==> src/rtl/tx_beam_pkg.sv <==
// Shared types and sizing helpers for the transmit delay scheduler.
package tx_beam_pkg;

   typedef enum logic {IDLE, RUN} state_t;

   function automatic int idx_width(input int n);
      return (n > 1) ? $clog2(n) : 1;
   endfunction

   // Last counter value of a firing window; the window length is independent of the delays.
   function automatic int t_end(input int max_delay, input int pulse_cycles);
      return max_delay + pulse_cycles - 1;
   endfunction

   function automatic int cnt_width(input int max_delay, input int pulse_cycles);
      return idx_width(max_delay + pulse_cycles);
   endfunction

endpackage

==> src/rtl/tx_delay_scheduler_if.sv <==
// Control/status bundle between the scan-sequence controller and the scheduler.
// tx_pulse_neg exists only when TX_BIPOLAR_EN is defined.
interface tx_delay_scheduler_if
   import tx_beam_pkg::*;
#(
   parameter int NUM_CH    = 8,
   parameter int MAX_DELAY = 256
);
   localparam int CH_W  = idx_width(NUM_CH);
   localparam int DLY_W = idx_width(MAX_DELAY);

   logic              cfg_valid;
   logic [CH_W-1:0]   cfg_ch;
   logic [DLY_W-1:0]  cfg_delay;
   logic              fire;
   logic              abort;
   logic              busy;
   logic              done;
   logic [NUM_CH-1:0] tx_pulse;
`ifdef TX_BIPOLAR_EN
   logic [NUM_CH-1:0] tx_pulse_neg;

   modport master (output cfg_valid, cfg_ch, cfg_delay, fire, abort,
                   input  busy, done, tx_pulse, tx_pulse_neg);
   modport slave  (input  cfg_valid, cfg_ch, cfg_delay, fire, abort,
                   output busy, done, tx_pulse, tx_pulse_neg);
`else
   modport master (output cfg_valid, cfg_ch, cfg_delay, fire, abort,
                   input  busy, done, tx_pulse);
   modport slave  (input  cfg_valid, cfg_ch, cfg_delay, fire, abort,
                   output busy, done, tx_pulse);
`endif

endinterface

==> src/rtl/tx_channel_pulse.sv <==
// Per-channel window comparator with registered pulse output(s).
// With TX_BIPOLAR_EN the window splits into a positive half then a negative half.
module tx_channel_pulse #(
   parameter int T_W          = 9,
   parameter int DLY_W        = 8,
   parameter int PULSE_CYCLES = 4
) (
   input  logic             clk,
   input  logic             reset_n,
   input  logic             run,
   input  logic [T_W-1:0]   t,
   input  logic [DLY_W-1:0] delay,
`ifdef TX_BIPOLAR_EN
   output logic             pulse_neg,
`endif
   output logic             pulse
);

   logic [T_W-1:0] start;
   logic [T_W-1:0] stop;

   // Counter width covers MAX_DELAY+PULSE_CYCLES, so the end bound never wraps.
   assign start = T_W'(delay);
   assign stop  = start + T_W'(PULSE_CYCLES);

`ifdef TX_BIPOLAR_EN
   logic [T_W-1:0] mid;
   assign mid = start + T_W'(PULSE_CYCLES / 2);

   always_ff @(posedge clk or negedge reset_n) begin
      if (!reset_n) begin
         pulse     <= 1'b0;
         pulse_neg <= 1'b0;
      end else begin
         pulse     <= run && (t >= start) && (t < mid);
         pulse_neg <= run && (t >= mid) && (t < stop);
      end
   end
`else
   always_ff @(posedge clk or negedge reset_n) begin
      if (!reset_n) pulse <= 1'b0;
      else          pulse <= run && (t >= start) && (t < stop);
   end
`endif

endmodule

==> src/rtl/tx_delay_scheduler.sv <==
// Transmit delay scheduler: shadow/active delay banks, IDLE/RUN FSM and firing counter.
// Optional TX_BIPOLAR_EN adds a negative-drive half pulse per channel.
module tx_delay_scheduler
   import tx_beam_pkg::*;
#(
   parameter int NUM_CH       = 8,
   parameter int MAX_DELAY    = 256,
   parameter int PULSE_CYCLES = 4
) (
   input logic                 clk,
   input logic                 reset_n,
   tx_delay_scheduler_if.slave bus
);

   localparam int DLY_W = idx_width(MAX_DELAY);
   localparam int T_W   = cnt_width(MAX_DELAY, PULSE_CYCLES);
   localparam int T_END = t_end(MAX_DELAY, PULSE_CYCLES);

   logic [DLY_W-1:0]  shadow [NUM_CH];
   logic [DLY_W-1:0]  active [NUM_CH];
   logic [T_W-1:0]    t;
   state_t            state, state_nx;
   logic              accept, finish, stop, run;
   logic [NUM_CH-1:0] pulse_vec;

   always_comb begin
      state_nx = state;
      accept   = 1'b0;
      finish   = 1'b0;
      stop     = 1'b0;
      case (state)
         IDLE: begin
            if (bus.fire) begin
               accept   = 1'b1;
               state_nx = RUN;
            end
         end
         RUN: begin
            // abort wins over a coincident end of window, suppressing done
            if (bus.abort) begin
               stop     = 1'b1;
               state_nx = IDLE;
            end else if (t == T_W'(T_END)) begin
               stop     = 1'b1;
               finish   = 1'b1;
               state_nx = IDLE;
            end
         end
         default: state_nx = IDLE;
      endcase
   end

   always_ff @(posedge clk or negedge reset_n) begin
      if (!reset_n) begin
         state    <= IDLE;
         t        <= '0;
         bus.busy <= 1'b0;
         bus.done <= 1'b0;
         for (int i = 0; i < NUM_CH; i++) begin
            shadow[i] <= '0;
            active[i] <= '0;
         end
      end else begin
         state    <= state_nx;
         bus.busy <= (state_nx == RUN);
         bus.done <= finish;
         if (accept) begin
            active <= shadow;
            t      <= '0;
         end else if (state == RUN) begin
            t <= t + 1'b1;
         end
         if (bus.cfg_valid && (32'(bus.cfg_ch) < NUM_CH))
            shadow[bus.cfg_ch] <= bus.cfg_delay;
      end
   end

   assign run = (state == RUN) && !stop;

`ifdef TX_BIPOLAR_EN
   logic [NUM_CH-1:0] neg_vec;
   assign bus.tx_pulse_neg = neg_vec;
`endif

   for (genvar i = 0; i < NUM_CH; i++) begin : g_ch
      tx_channel_pulse #(
         .T_W          (T_W),
         .DLY_W        (DLY_W),
         .PULSE_CYCLES (PULSE_CYCLES)
      ) u_ch (
         .clk       (clk),
         .reset_n   (reset_n),
         .run       (run),
         .t         (t),
         .delay     (active[i]),
`ifdef TX_BIPOLAR_EN
         .pulse_neg (neg_vec[i]),
`endif
         .pulse     (pulse_vec[i])
      );
   end

   assign bus.tx_pulse = pulse_vec;

endmodule

==> src/flat_wrapper.sv <==
// flat-port wrapper written by rule: the top's interface ports become plain ports
module tx_delay_scheduler_flat import tx_beam_pkg::*;
#(
   parameter int NUM_CH       = 8,
   parameter int MAX_DELAY    = 256,
   parameter int PULSE_CYCLES = 4
)
  (clk, reset_n, bus_cfg_valid, bus_cfg_ch, bus_cfg_delay, bus_fire, bus_abort, bus_busy, bus_done, bus_tx_pulse);
  tx_delay_scheduler_if #(.NUM_CH(NUM_CH), .MAX_DELAY(MAX_DELAY)) bus_i ();
  input logic clk;
  input logic reset_n;
  input wire logic [$bits(bus_i.cfg_valid)-1:0] bus_cfg_valid;
  input wire logic [$bits(bus_i.cfg_ch)-1:0] bus_cfg_ch;
  input wire logic [$bits(bus_i.cfg_delay)-1:0] bus_cfg_delay;
  input wire logic [$bits(bus_i.fire)-1:0] bus_fire;
  input wire logic [$bits(bus_i.abort)-1:0] bus_abort;
  output wire logic [$bits(bus_i.busy)-1:0] bus_busy;
  output wire logic [$bits(bus_i.done)-1:0] bus_done;
  output wire logic [$bits(bus_i.tx_pulse)-1:0] bus_tx_pulse;
  assign bus_i.cfg_valid = bus_cfg_valid;
  assign bus_i.cfg_ch = bus_cfg_ch;
  assign bus_i.cfg_delay = bus_cfg_delay;
  assign bus_i.fire = bus_fire;
  assign bus_i.abort = bus_abort;
  assign bus_busy = bus_i.busy;
  assign bus_done = bus_i.done;
  assign bus_tx_pulse = bus_i.tx_pulse;
  tx_delay_scheduler #(.NUM_CH(NUM_CH), .MAX_DELAY(MAX_DELAY), .PULSE_CYCLES(PULSE_CYCLES)) u_core (.clk(clk), .reset_n(reset_n), .bus(bus_i));
endmodule
==> config.mk <==
export PLATFORM = sky130hd
export DESIGN_NAME = tx_delay_scheduler_flat
export DESIGN_NICKNAME = d
export VERILOG_FILES = /design/src/rtl/tx_beam_pkg.sv /design/src/rtl/tx_delay_scheduler_if.sv /design/src/rtl/tx_channel_pulse.sv /design/src/rtl/tx_delay_scheduler.sv /design/src/flat_wrapper.sv
export SDC_FILE = /design/constraint.sdc
export NUM_CORES = 1
export LEC_CHECK = 0
export CAP_MARGIN = 20
export CORE_MARGIN = 2
export CORE_UTILIZATION = 56
export DETAILED_ROUTE_END_ITERATION = 6
export PLACE_DENSITY = 0.84
export SYNTH_ARGS = -nofsm -noshare
export SYNTH_HDL_FRONTEND = slang
export SYNTH_SLANG_ARGS = --single-unit
==> constraint.sdc <==
create_clock -name clk -period 2.3 [get_ports clk]
set_clock_uncertainty 0.2 [all_clocks]
set_input_delay 0.575 -clock clk [delete_from_list [all_inputs] [get_ports clk]]
set_output_delay 0.575 -clock clk [all_outputs]
set_load 0.05 [all_outputs]
==> flow_summary.json, run 1 <==
{
  "max_stage_delay_ns": 0.38,
  "cp_num_buf_inv": 1,
  "htreeDepth": 4,
  "path_clk_slew_ns": 0.06,
  "drcViolationCount": 0,
  "first_iter_violations": 477,
  "clock_latency_ns": 0.43,
  "synth_top_area_cell": "dfrtp_1",
  "synth_nets": 998,
  "endpoint": "u_core.g_ch[1].u_ch.pulse$_DFF_PN0_",
  "die_h_um": 130,
  "synth_edf_count": 0,
  "start_kind": "flip-flop",
  "floorplan.rows": 46,
  "power_frac_seq_pct": 33.1,
  "root_buffer": "clkbuf_16",
  "synth_top_area_share_pct": 41.5,
  "gr-total-overflow": 0,
  "timing_max_transition_violations_final": 0,
  "power_frac_clock_pct": 30.2,
  "worstPathCellList": "inv_1 -> nor3_2 -> nand3_1 -> xnor2_1 -> ha_1 -> o21ai_0 -> nor2_1 -> or3_1 -> a211oi_2",
  "worstHoldPathType": "flip-flop to flip-flop",
  "grt_pass1_vias": 7072,
  "r2r_cells": 9,
  "syn_avg_cell_area_sq_um": 10.4,
  "holdWs_ns": 0.271,
  "synth_mux_area_share_pct": 8.25,
  "slew_headroom_pct": 51.9,
  "synth_top_family_by_area": "adder cells",
  "hold_viol_final": 0,
  "clock_sinks": 147,
  "cts_tree": "done",
  "yosys.area_share.simple_pct": 12.4,
  "multiInputGateArea_sq_mm": 0.00499,
  "period_needed_ns": 2.26,
  "synth_area_leaders": "dfrtp_1 (41%), ha_1 (18%), mux2_2 (8.2%)",
  "status": "completed",
  "cts.path.max_buffers": 2,
  "cp.depth": 9,
  "wl_mm": 22.3,
  "seq_area_sq_mm": 0.00368,
  "p_int_mw": 7.30,
  "synth_flop_cell": "dfrtp_1",
  "worstSetupStartpoint": "u_core.active[52]$_DFFE_PN0P_",
  "switching_share_pct": 33.3,
  "placed_area_sq_mm": 0.00993,
  "port_buffers": 25,
  "final_nets": 1083,
  "yosysWarnings": 0,
  "powerDensity_mw_per_mm2": 1010,
  "dieArea_sq_mm": 0.0169,
  "route.detailed.wl_per_inst_um": 19.1,
  "dr_total_vias": 6902,
  "crit_required_ns": 2.44,
  "drt_pass1_iterations": 6,
  "synth.distinct_cells": 46,
  "grt_usage_pct": 27.9,
  "r2r_start": "u_core.active[52]$_DFFE_PN0P_",
  "synth-seq-area-share_pct": 41.5,
  "coreArea_sq_mm": 0.0157,
  "synth-adder-area-share_pct": 18.2,
  "synth-compound-area-share_pct": 11.6,
  "area_growth_pct": 22.5,
  "crit_family": "simple AND/OR/NAND/NOR gates",
  "p_switching_mw": 3.64,
  "criticalPathCategory": "flip-flop to flip-flop",
  "layout-drive-gt1-share_pct": 22.1,
  "combPwrFrac_pct": 36.7,
  "async_reset_ff_share_pct": 100,
  "antenna_found_initial": 1,
  "max_cap_viol_count": 0,
  "place_congestion": 0.842,
  "synth_cells": 853,
  "cp_max_fo": 3,
  "start_util_pct": 56.7,
  "netlist_area_sq_mm": 0.00887,
  "setup_viol": 0,
  "cp_slowest_cell": "dfrtp_1",
  "grt_pass1_wl_mm": 35.6,
  "ant_nets": 0,
  "synth_xor_area_share_pct": 3.36,
  "hpwl_mm": 14.5,
  "achievable-frequency_mhz": 443,
  "r2r_end": "u_core.g_ch[1].u_ch.pulse$_DFF_PN0_",
  "worst_pin_slew_ns": 0.719,
  "design_area_sq_mm": 0.0109,
  "boundaryPins": 26,
  "ir_drop_mv": 0.660,
  "numCtsBuffers": 17,
  "utilization_pct": 69.4,
  "crit_path_end_kind": "flip-flop",
  "dpl_worst_slack_ns": -0.0209,
  "min_period_over_period_pct": 98.1,
  "cp.arrival_ns": 2.39,
  "viasPerCell": 5.91,
  "fillers": 1065,
  "fp.dieW_um": 130,
  "worst_slack_ns": 0.0446,
  "rsz0062_at_grt": "yes",
  "r2r_setup_slack_ns": 0.04,
  "power.leakage_nw": 5.10,
  "synth_seq_cells": 147,
  "grt_max_degree": 48
}
-- through the flow --
step / total power, mW / instances / setup TNS, ns
final: 10.9 / 1168 / 0
after global routing: 11.6 / 1168 / -0.111
after floorplan: 5.93 / 853 / 0
after detailed placement: 7.14 / 1131 / -0.0405
after global placement: 6.92 / 1131 / 0
after CTS: 10.6 / 1164 / 0
-- registers in the layout, indices dropped and copies added (netlist names) --
| signal | cells |
|---|---|
| u_core.g_ch.u_ch.pulse | 8 |
| u_core.shadow | 64 |
| u_core.t | 9 |
| u_core.bus.busy | 1 |
| u_core.bus.done | 1 |
| u_core.active | 64 |
-- worst min-delay path by stage --
stage	from	endpoint	slack [ns]	cells past startpoint
after detailed placement	u_core.shadow[0]$_DFFE_PN0P_	u_core.active[0]$_DFFE_PN0P_	0.25	2
after global routing	u_core.shadow[0]$_DFFE_PN0P_	u_core.active[0]$_DFFE_PN0P_	0.29	2
after global placement	u_core.shadow[0]$_DFFE_PN0P_	u_core.active[0]$_DFFE_PN0P_	0.24	2
final	u_core.shadow[0]$_DFFE_PN0P_	u_core.active[0]$_DFFE_PN0P_	0.27	2
after CTS	u_core.shadow[0]$_DFFE_PN0P_	u_core.active[0]$_DFFE_PN0P_	0.26	2
after floorplan	reset_n	u_core.active[0]$_DFFE_PN0P_	0.08	0
-- cells in the final DEF (no fill, tap or decap), drive strengths merged, types with 6 or more instances in the layout --
| master | synthesis | final |
|---|---|---|
| dfrtp | 147 | 147 |
| ha | 129 | 129 |
| nand2 | 88 | 88 |
| o21ai | 84 | 84 |
| inv | 74 | 74 |
| buf | 19 | 70 |
| mux2 | 65 | 65 |
| nand3 | 34 | 34 |
| xnor2 | 33 | 33 |
| nor2 | 24 | 24 |
| a211oi | 23 | 23 |
| clkbuf | 9 | 22 |
| a21oi | 16 | 16 |
| nand2b | 16 | 16 |
| clkdlybuf4s50 | 0 | 14 |
| nor3 | 11 | 11 |
| dlygate4sd2 | 0 | 9 |
| nor3b | 9 | 9 |
| and4 | 7 | 7 |
| a21o | 7 | 7 |
| o21a | 7 | 7 |
| bufinv | 0 | 7 |
| o2111ai | 7 | 7 |
| a2111oi | 7 | 7 |
| or3 | 6 | 6 |
| and3 | 6 | 6 |
-- synthesized netlist by cell type (all sizes together), types with 2 or more instances --
| cell type | count |
|---|---|
| o21bai | 2 |
| a2111oi | 7 |
| nand4 | 3 |
| nor2 | 24 |
| dfrtp | 147 |
| xnor2 | 33 |
| ha | 129 |
| nor2b | 2 |
| nand2 | 88 |
| nand2b | 16 |
| clkbuf | 9 |
| nand3 | 34 |
| a22o | 3 |
| o21a | 7 |
| nor4b | 2 |
| nand4b | 3 |
| nor3 | 11 |
| mux2 | 65 |
| or3 | 6 |
| and3 | 6 |
| inv | 74 |
| buf | 19 |
| and4 | 7 |
| nor3b | 9 |
| a21o | 7 |
| a211oi | 23 |
| a21oi | 16 |
| o21ai | 84 |
| o2111ai | 7 |
-- layout make-up --
type	instances	share of cell area, %
Sequential cell	147	33.9
Timing Repair Buffer	94	8.71
Tap cell	216	2.49
Antenna cell	1	0.0230
Clock buffer	22	4.36
Clock inverter	10	2.07
Multi-Input combinational cell	604	45.9
Inverter	74	2.56
-- logic make-up after synthesis --
logic type | Yosys count
AND/OR/NAND/NOR | 213
adder cells (fa/ha/maj) | 129
AO/OA/AOI/OAI | 163
XOR/XNOR | 34
multiplexers | 65
buffers and inverters | 102
flip-flops | 147
-- routing by layer --
layer  global-route usage (%)  vias up  wire, um
met2                     48.2      218     11100
met3                     5.54       65      1160
met5                        0        -         0
li1                         -     3201         -
met1                     34.6     3418      9290
met4                     11.3        0       721
-- power by group through the flow --
stage	registers [mW]	logic, mW	clock network (mW)
after CTS	3.59	3.65	3.32
final	3.62	4.01	3.31
after detailed placement	3.62	3.52	0
after global routing	3.68	4.46	3.43
after global placement	3.58	3.34	0
after floorplan	3.62	2.31	0
-- what timing repair did --
action,CTS,global route
pin swaps,1,16
hold buffers,1,0
endpoints found under the hold margin,26,0
setup buffers,0,3
gates resized for setup,13,41
setup endpoints to repair,13,7
-- worst min-delay path: stages, from the launching register on --
cell and delay [ns]:
dfrtp_1 0.34, nand2_1 0.05, nand2_1 0.05
(Power assumes the default switching activity.)
==> inputs of run 2 (changes only) <==
--- a/config.mk
+++ b/config.mk
@@ -9,6 +9,7 @@
 export CORE_MARGIN = 2
 export CORE_UTILIZATION = 56
 export DETAILED_ROUTE_END_ITERATION = 6
+export GPL_ROUTABILITY_DRIVEN = 0
 export PLACE_DENSITY = 0.84
 export SYNTH_ARGS = -nofsm -noshare
 export SYNTH_HDL_FRONTEND = slang
==> results of run 2 <==
Same layout as run 1: the final DEF is identical, and so are final timing and power.
